`src/rtl/game_pkg.sv`:
```
// game_pkg: lane encoding, tracker states and default game parameters shared by the sequencer and compositor
package game_pkg;
  typedef enum logic [1:0] {
    LANE_NULL  = 2'b00,
    LANE_LEFT  = 2'b01,
    LANE_MID   = 2'b10,
    LANE_RIGHT = 2'b11
  } lane_t;
  typedef enum logic {TRK_IDLE, TRK_FLY} trk_state_t;
  localparam int DEF_START_LIVES     = 3;
  localparam int DEF_APPROACH_FRAMES = 64;
  localparam int DEF_INVULN_FRAMES   = 60;
endpackage

```
`src/rtl/object_tracker.sv`:
```
// object_tracker: release-code change detect, one pending slot, IDLE/FLY flight with Y counter
//   in:  clk, rst, tick (frame tick), code (release lane), halt (game over, forces idle)
//   out: lane (in-flight lane, NULL when idle), y (approach progress), impact (strobe on the final tick)
module object_tracker
  import game_pkg::*;
#(
  parameter int APPROACH_FRAMES = DEF_APPROACH_FRAMES
) (
  input  logic       clk,
  input  logic       rst,
  input  logic       tick,
  input  lane_t      code,
  input  logic       halt,
  output lane_t      lane,
  output logic [6:0] y,
  output logic       impact
);
  trk_state_t st_q, st_d;
  lane_t prev_q, prev_d, pend_lane_q, pend_lane_d, lane_q, lane_d;
  logic pend_v_q, pend_v_d;
  logic [6:0] y_q, y_d;
  logic run, chg, launch;
  assign run = tick && !halt;
  assign chg = run && code != LANE_NULL && code != prev_q;
  assign impact = run && st_q == TRK_FLY && y_q == 7'(APPROACH_FRAMES - 1);
  // launch consumes the slot as it stood before this tick; the impact tick never launches
  assign launch = run && st_q == TRK_IDLE && pend_v_q;
  always_comb begin
    prev_d      = run ? code : prev_q;
    pend_v_d    = halt ? 1'b0 : chg ? 1'b1 : launch ? 1'b0 : pend_v_q;
    pend_lane_d = chg ? code : pend_lane_q;
    st_d        = (halt || impact) ? TRK_IDLE : launch ? TRK_FLY : st_q;
    lane_d      = (halt || impact) ? LANE_NULL : launch ? pend_lane_q : lane_q;
    y_d         = (halt || impact || launch) ? 7'd0 : (run && st_q == TRK_FLY) ? y_q + 7'd1 : y_q;
  end
  always_ff @(posedge clk) begin
    if (rst) begin
      st_q        <= TRK_IDLE;
      prev_q      <= LANE_NULL;
      pend_v_q    <= 1'b0;
      pend_lane_q <= LANE_NULL;
      lane_q      <= LANE_NULL;
      y_q         <= 7'd0;
    end else begin
      st_q        <= st_d;
      prev_q      <= prev_d;
      pend_v_q    <= pend_v_d;
      pend_lane_q <= pend_lane_d;
      lane_q      <= lane_d;
      y_q         <= y_d;
    end
  end
  assign lane = lane_q;
  assign y = y_q;
endmodule

```
`src/rtl/life_compositor.sv`:
```
// life_compositor: launches coin/barrier objects, resolves impacts against the player, keeps lives/invuln/coins
//   in:  i_clk, i_rst, i_v_sync (frame strobe), GAME_SWITCH, RELEASE_COIN/BARRIER, PLAYER_LANE, PLAYER_JUMP
//   out: ZERO_LIVES, LIVES, COINS, COIN/BARRIER_LANE, COIN/BARRIER_Y, HIT_FLASH
module life_compositor
  import game_pkg::*;
#(
  parameter int START_LIVES     = DEF_START_LIVES,
  parameter int APPROACH_FRAMES = DEF_APPROACH_FRAMES,
  parameter int INVULN_FRAMES   = DEF_INVULN_FRAMES
) (
  input  logic       i_clk,
  input  logic       i_rst,
  input  logic       i_v_sync,
  input  logic       GAME_SWITCH,
  input  logic [1:0] RELEASE_COIN,
  input  logic [1:0] RELEASE_BARRIER,
  input  logic [1:0] PLAYER_LANE,
  input  logic       PLAYER_JUMP,
  output logic       ZERO_LIVES,
  output logic [1:0] LIVES,
  output logic [7:0] COINS,
  output logic [1:0] COIN_LANE,
  output logic [1:0] BARRIER_LANE,
  output logic [6:0] COIN_Y,
  output logic [6:0] BARRIER_Y,
  output logic       HIT_FLASH
);
  logic v_d_q, tick, zero, c_imp, b_imp, c_hit, b_hit, on_lane_c, on_lane_b;
  logic [1:0] lives_q, lives_d;
  logic [7:0] invuln_q, invuln_d, coins_q, coins_d;
  lane_t c_lane, b_lane;
  assign tick = i_v_sync & ~v_d_q & GAME_SWITCH;
  assign zero = lives_q == 2'd0;
  object_tracker #(.APPROACH_FRAMES(APPROACH_FRAMES)) u_coin (
    .clk(i_clk), .rst(i_rst), .tick(tick), .code(lane_t'(RELEASE_COIN)), .halt(zero),
    .lane(c_lane), .y(COIN_Y), .impact(c_imp)
  );
  object_tracker #(.APPROACH_FRAMES(APPROACH_FRAMES)) u_barrier (
    .clk(i_clk), .rst(i_rst), .tick(tick), .code(lane_t'(RELEASE_BARRIER)), .halt(zero),
    .lane(b_lane), .y(BARRIER_Y), .impact(b_imp)
  );
  assign on_lane_c = PLAYER_LANE != 2'b00 && lane_t'(PLAYER_LANE) == c_lane;
  assign on_lane_b = PLAYER_LANE != 2'b00 && lane_t'(PLAYER_LANE) == b_lane;
  assign c_hit = c_imp && on_lane_c;
  assign b_hit = b_imp && on_lane_b && !PLAYER_JUMP && invuln_q == 8'd0 && !zero;
  always_comb begin
    lives_d  = b_hit ? lives_q - 2'd1 : lives_q;
    invuln_d = b_hit ? 8'(INVULN_FRAMES) : (tick && !zero && invuln_q != 8'd0) ? invuln_q - 8'd1 : invuln_q;
    coins_d  = (c_hit && coins_q != 8'hff) ? coins_q + 8'd1 : coins_q;
  end
  always_ff @(posedge i_clk) begin
    if (i_rst) begin
      v_d_q    <= 1'b0;
      lives_q  <= 2'(START_LIVES);
      invuln_q <= 8'd0;
      coins_q  <= 8'd0;
    end else begin
      v_d_q    <= i_v_sync;
      lives_q  <= lives_d;
      invuln_q <= invuln_d;
      coins_q  <= coins_d;
    end
  end
  assign ZERO_LIVES   = zero;
  assign LIVES        = lives_q;
  assign COINS        = coins_q;
  assign COIN_LANE    = c_lane;
  assign BARRIER_LANE = b_lane;
  assign HIT_FLASH    = invuln_q != 8'd0;
endmodule

```
`config.mk`:
```
export PLATFORM = sky130hd
export DESIGN_NAME = life_compositor
export DESIGN_NICKNAME = d
export VERILOG_FILES = /design/src/rtl/game_pkg.sv /design/src/rtl/object_tracker.sv /design/src/rtl/life_compositor.sv
export SDC_FILE = /design/constraint.sdc
export NUM_CORES = 1
export LEC_CHECK = 0
export CELL_PAD_IN_SITES_DETAIL_PLACEMENT = 0
export CELL_PAD_IN_SITES_GLOBAL_PLACEMENT = 1
export CORE_AREA = 3 3 87 89
export CTS_CLUSTER_DIAMETER = 50
export DETAILED_ROUTE_END_ITERATION = 12
export DIE_AREA = 0 0 90 92
export GPL_TIMING_DRIVEN = 1
export PLACE_DENSITY_LB_ADDON = 0.2
export SYNTH_ARGS = -nofsm -noshare
export SYNTH_HDL_FRONTEND = slang
export SYNTH_SLANG_ARGS = --single-unit
```
`constraint.sdc`:
```
create_clock -name i_clk -period 2.07 [get_ports i_clk]
set_input_delay 0.414 -clock i_clk [delete_from_list [all_inputs] [get_ports i_clk]]
set_output_delay 0.414 -clock i_clk [all_outputs]
set_load 0.02 [all_outputs]
```
==> impl_results.md <==
- Area grow syn2layout: 34.5%
- Cts hold-fix bufs: 0
- Reg clk slew, reported paths: 0.09 ns
- WS Path Type: register to primary output
- Setup Viol. Count Final: 0
- Hold/Removal Path Class: register to register
- # IOs: 41
- Worst hold start: u_barrier.pend_lane_q[0]
- Avg Inst Size Synth: 8.61 µm²
- Final Instance Area: 0.00322 mm²
- Core footprint: 0.00683 mm²
- # diodes: 0
- Final Max Slew Viols: 0
- Initial Util: 35.0%
- Clk sinks: 49
- Post-synth EDFFs: 0
- Placed cell area: 0.00311 mm²
- Critical path's largest stage delay: 0.54 ns
- Fillers: 701
- Critical-path cell list: or4_4 > or3_4 > buf_6
- IO buf count: 40
- Initial antenna violation count: 0
- Syn Inst Count: 278
- Final wirelength: 5590 µm
- CTS buffer count: 5
- Die ar.: 0.00828 mm²
- Max-cap viol count: 0
- Layout Skew: 0.00895 ns
- Initial DRC count: 65
- Row count: 30
- Setup WS pre-CTS: -0.331 ns
- Fin worst setup slack: 0.00946 ns
- Launch point of the critical path: invuln_q[6]
- Dpl cells: 430
- Post-route DRC: 0
- Vias in the first global route: 1931
- Yosys top cell area share: 41.0%
- Largest net degree at the start of global routing: 27
- PD cells: 627 mW/mm²
- Status: finished, final reports clean
- DIE WIDTH: 90 µm
- Vias per cell: 4.79
- Number of synthesized register bits: 49
- Critical path's slowest cell: or4_4
- Post-synth cell types: 43
- VDD IR max: 377 µV
- Ys Warns: 0
- CTS root buffer: clkbuf_8
- Slew of the pin with the lowest slew margin: 0.539 ns
- Synth Flop Type: dfxtp_1
- Ys async rst share: 0%
- Cell area after synthesis: 0.00239 mm²
- Die Y: 92 µm
- Hold_ws: 0.459 ns
- Gpl congestion: 0.744
- Commonest non-fill, non-tap cell in the layout: dfxtp_1
- FMAX: 485 MHz
- TritonRoute pass-1 iters: 4
- Routed len/inst: 12.8 µm
- Critical path peak fanout: 3
- Crit end category: primary output
- Total grt overflow: 0
- Clock Latency Late Sink: 0.30 ns
- First-pass GRT wire length: 9420 µm
- Final Hold Vio Count: 0
- Final period util: 99.5%
- Routed Antenna Nets: 0
- Fraction of layout cells with a size suffix above 1: 17.0%
- Total GRT Usage: 13.8%
- Via Count: 2096
- R2R Path Start: LIVES[0]
- Sequential fraction of the synthesis area: 41.0%
- Bufs on Longest Clock Path: 2
- Pleak: 1.22 nW
- Top post-synthesis cells by area: dfxtp_1 41%, nor2_1 5.6%, xor2_1 4.8%
- CP arrival: 1.65 ns
- Leading cell types in the layout, fill and taps excluded: 45 x dfxtp_1, 38 x clkdlybuf4s50_1, 36 x nor2_1
- Leading area contributor after synthesis: dfxtp_1
- Hpwl dp: 4260 µm
- Syn Nets: 294
- Startpoint types: register
- Tmin final: 2.06 ns
- CTS tree: yes
- Non-filler cells, final: 438
- Relative slew slack: 63.1%
- Fin nets: 358
- Max H-tree Level: 2
- Critical path required time: 1.66 ns
- RSZ-0062 raised after global routing: true
## metrics by stage
step	setup TNS, ns	power (W)	util, %
floorplan	0	0.00129	-
global placement	-2.61	0.00145	45.5
detailed placement	-3.42	0.00145	45.5
CTS	-0.00663	0.00206	46.8
global route	-0.0303	0.00214	47.1
finish	0	0.00202	47.1
## area by class of cell
| type | instances | area, µm² | share of cell area [%] |
|---|---|---|---|
| Clock buffer | 6 | 82.6 | 2.57 |
| Inverter | 11 | 41.3 | 1.28 |
| Tap cell | 96 | 120 | 3.73 |
| Sequential cell | 49 | 988 | 30.7 |
| Clock inverter | 1 | 6.26 | 0.194 |
| Timing Repair Buffer | 68 | 623 | 19.4 |
| Multi-Input combinational cell | 207 | 1360 | 42.2 |
## flip-flops by register name, summed over array words and instances (netlist names)
register               count
u_barrier.prev_q           2
invuln_q                   8
v_d_q                      1
u_coin.lane                2
LIVES                      2
u_barrier.pend_v_q         1
u_barrier.st_q             1
u_barrier.y                7
u_coin.prev_q              2
u_coin.st_q                1
u_coin.y                   7
u_barrier.lane             2
u_coin.pend_v_q            1
u_barrier.pend_lane_q      2
u_coin.pend_lane_q         2
COINS                      8
## cells in the mapped netlist, types with 2 or more instances
cell / count
o31ai_1: 2
o32ai_1: 2
mux2_2: 7
mux2i_1: 9
nor2b_1: 10
and3_1: 4
o21ai_0: 6
dfxtp_1: 49
nor4_1: 6
and2_1: 2
nand3_1: 17
nor2_1: 36
or4bb_1: 2
a31oi_1: 3
and4bb_2: 2
xnor2_1: 4
nand3b_1: 6
nor3_1: 7
ha_1: 5
or3_1: 2
o211ai_1: 5
nand4_1: 4
buf_2: 3
nand2b_1: 4
a311oi_1: 2
clkbuf_1: 6
inv_1: 11
a21oi_1: 13
xor2_1: 13
nand2_1: 23
## logic make-up after synthesis
| group | count (synthesis) | synth area share (%) |
|---|---|---|
| DFF | 49 | 41.0 |
| xor gates and xnor gates | 17 | 6.22 |
| muxes | 16 | 7.06 |
| adders and majority gates | 5 | 2.61 |
| and+or+nand+nor | 134 | 30.1 |
| AOI/OAI and AO/OA | 35 | 9.10 |
| buffers and inverters | 22 | 3.92 |
## per-layer routing
metal | wire, µm | part of all wire, % | vias to the layer above | track usage, %
met5 | 0 | 0 | - | 0
met2 | 2600 | 46 | 24 | 23.0
met4 | 65 | 1.2 | 0 | 4.21
met3 | 142 | 2.5 | 6 | 2.63
li1 | - | - | 1106 | -
met1 | 2790 | 50 | 960 | 18.0
## final timing paths
path	to	slack (ns)	cells past startpoint
max	HIT_FLASH	0.009	3
min reg2reg	u_barrier.pend_lane_q[0]	0.46	2
max reg2reg	COINS[2]	0.14	7
min	u_barrier.pend_lane_q[0]	0.46	2
## power breakdown
group / total [W] / internal [W] / switching (W)
logic: 0.000441 / 0.000228 / 0.000213
clock network: 0.000576 / 0.000266 / 0.000311
registers: 0.00100 / 0.000976 / 0.0000257
total: 0.00202 / 0.00147 / 0.000549
## worst max-delay path: cells and delay by family (launching register included)
kind	cells	cell delay, ns
buffers and inverters	1	0.14
AND/OR/NAND/NOR	2	0.89
flip-flops	1	0.32
## what timing repair did
| action | 4_1_cts | 5_1_grt |
|---|---|---|
| pin swaps | 2 | 1 |
| gates resized for setup | 10 | 2 |
| endpoints found under the setup margin | 4 | 4 |
| setup buffers | 0 | 1 |
(Power assumes the default switching activity.)
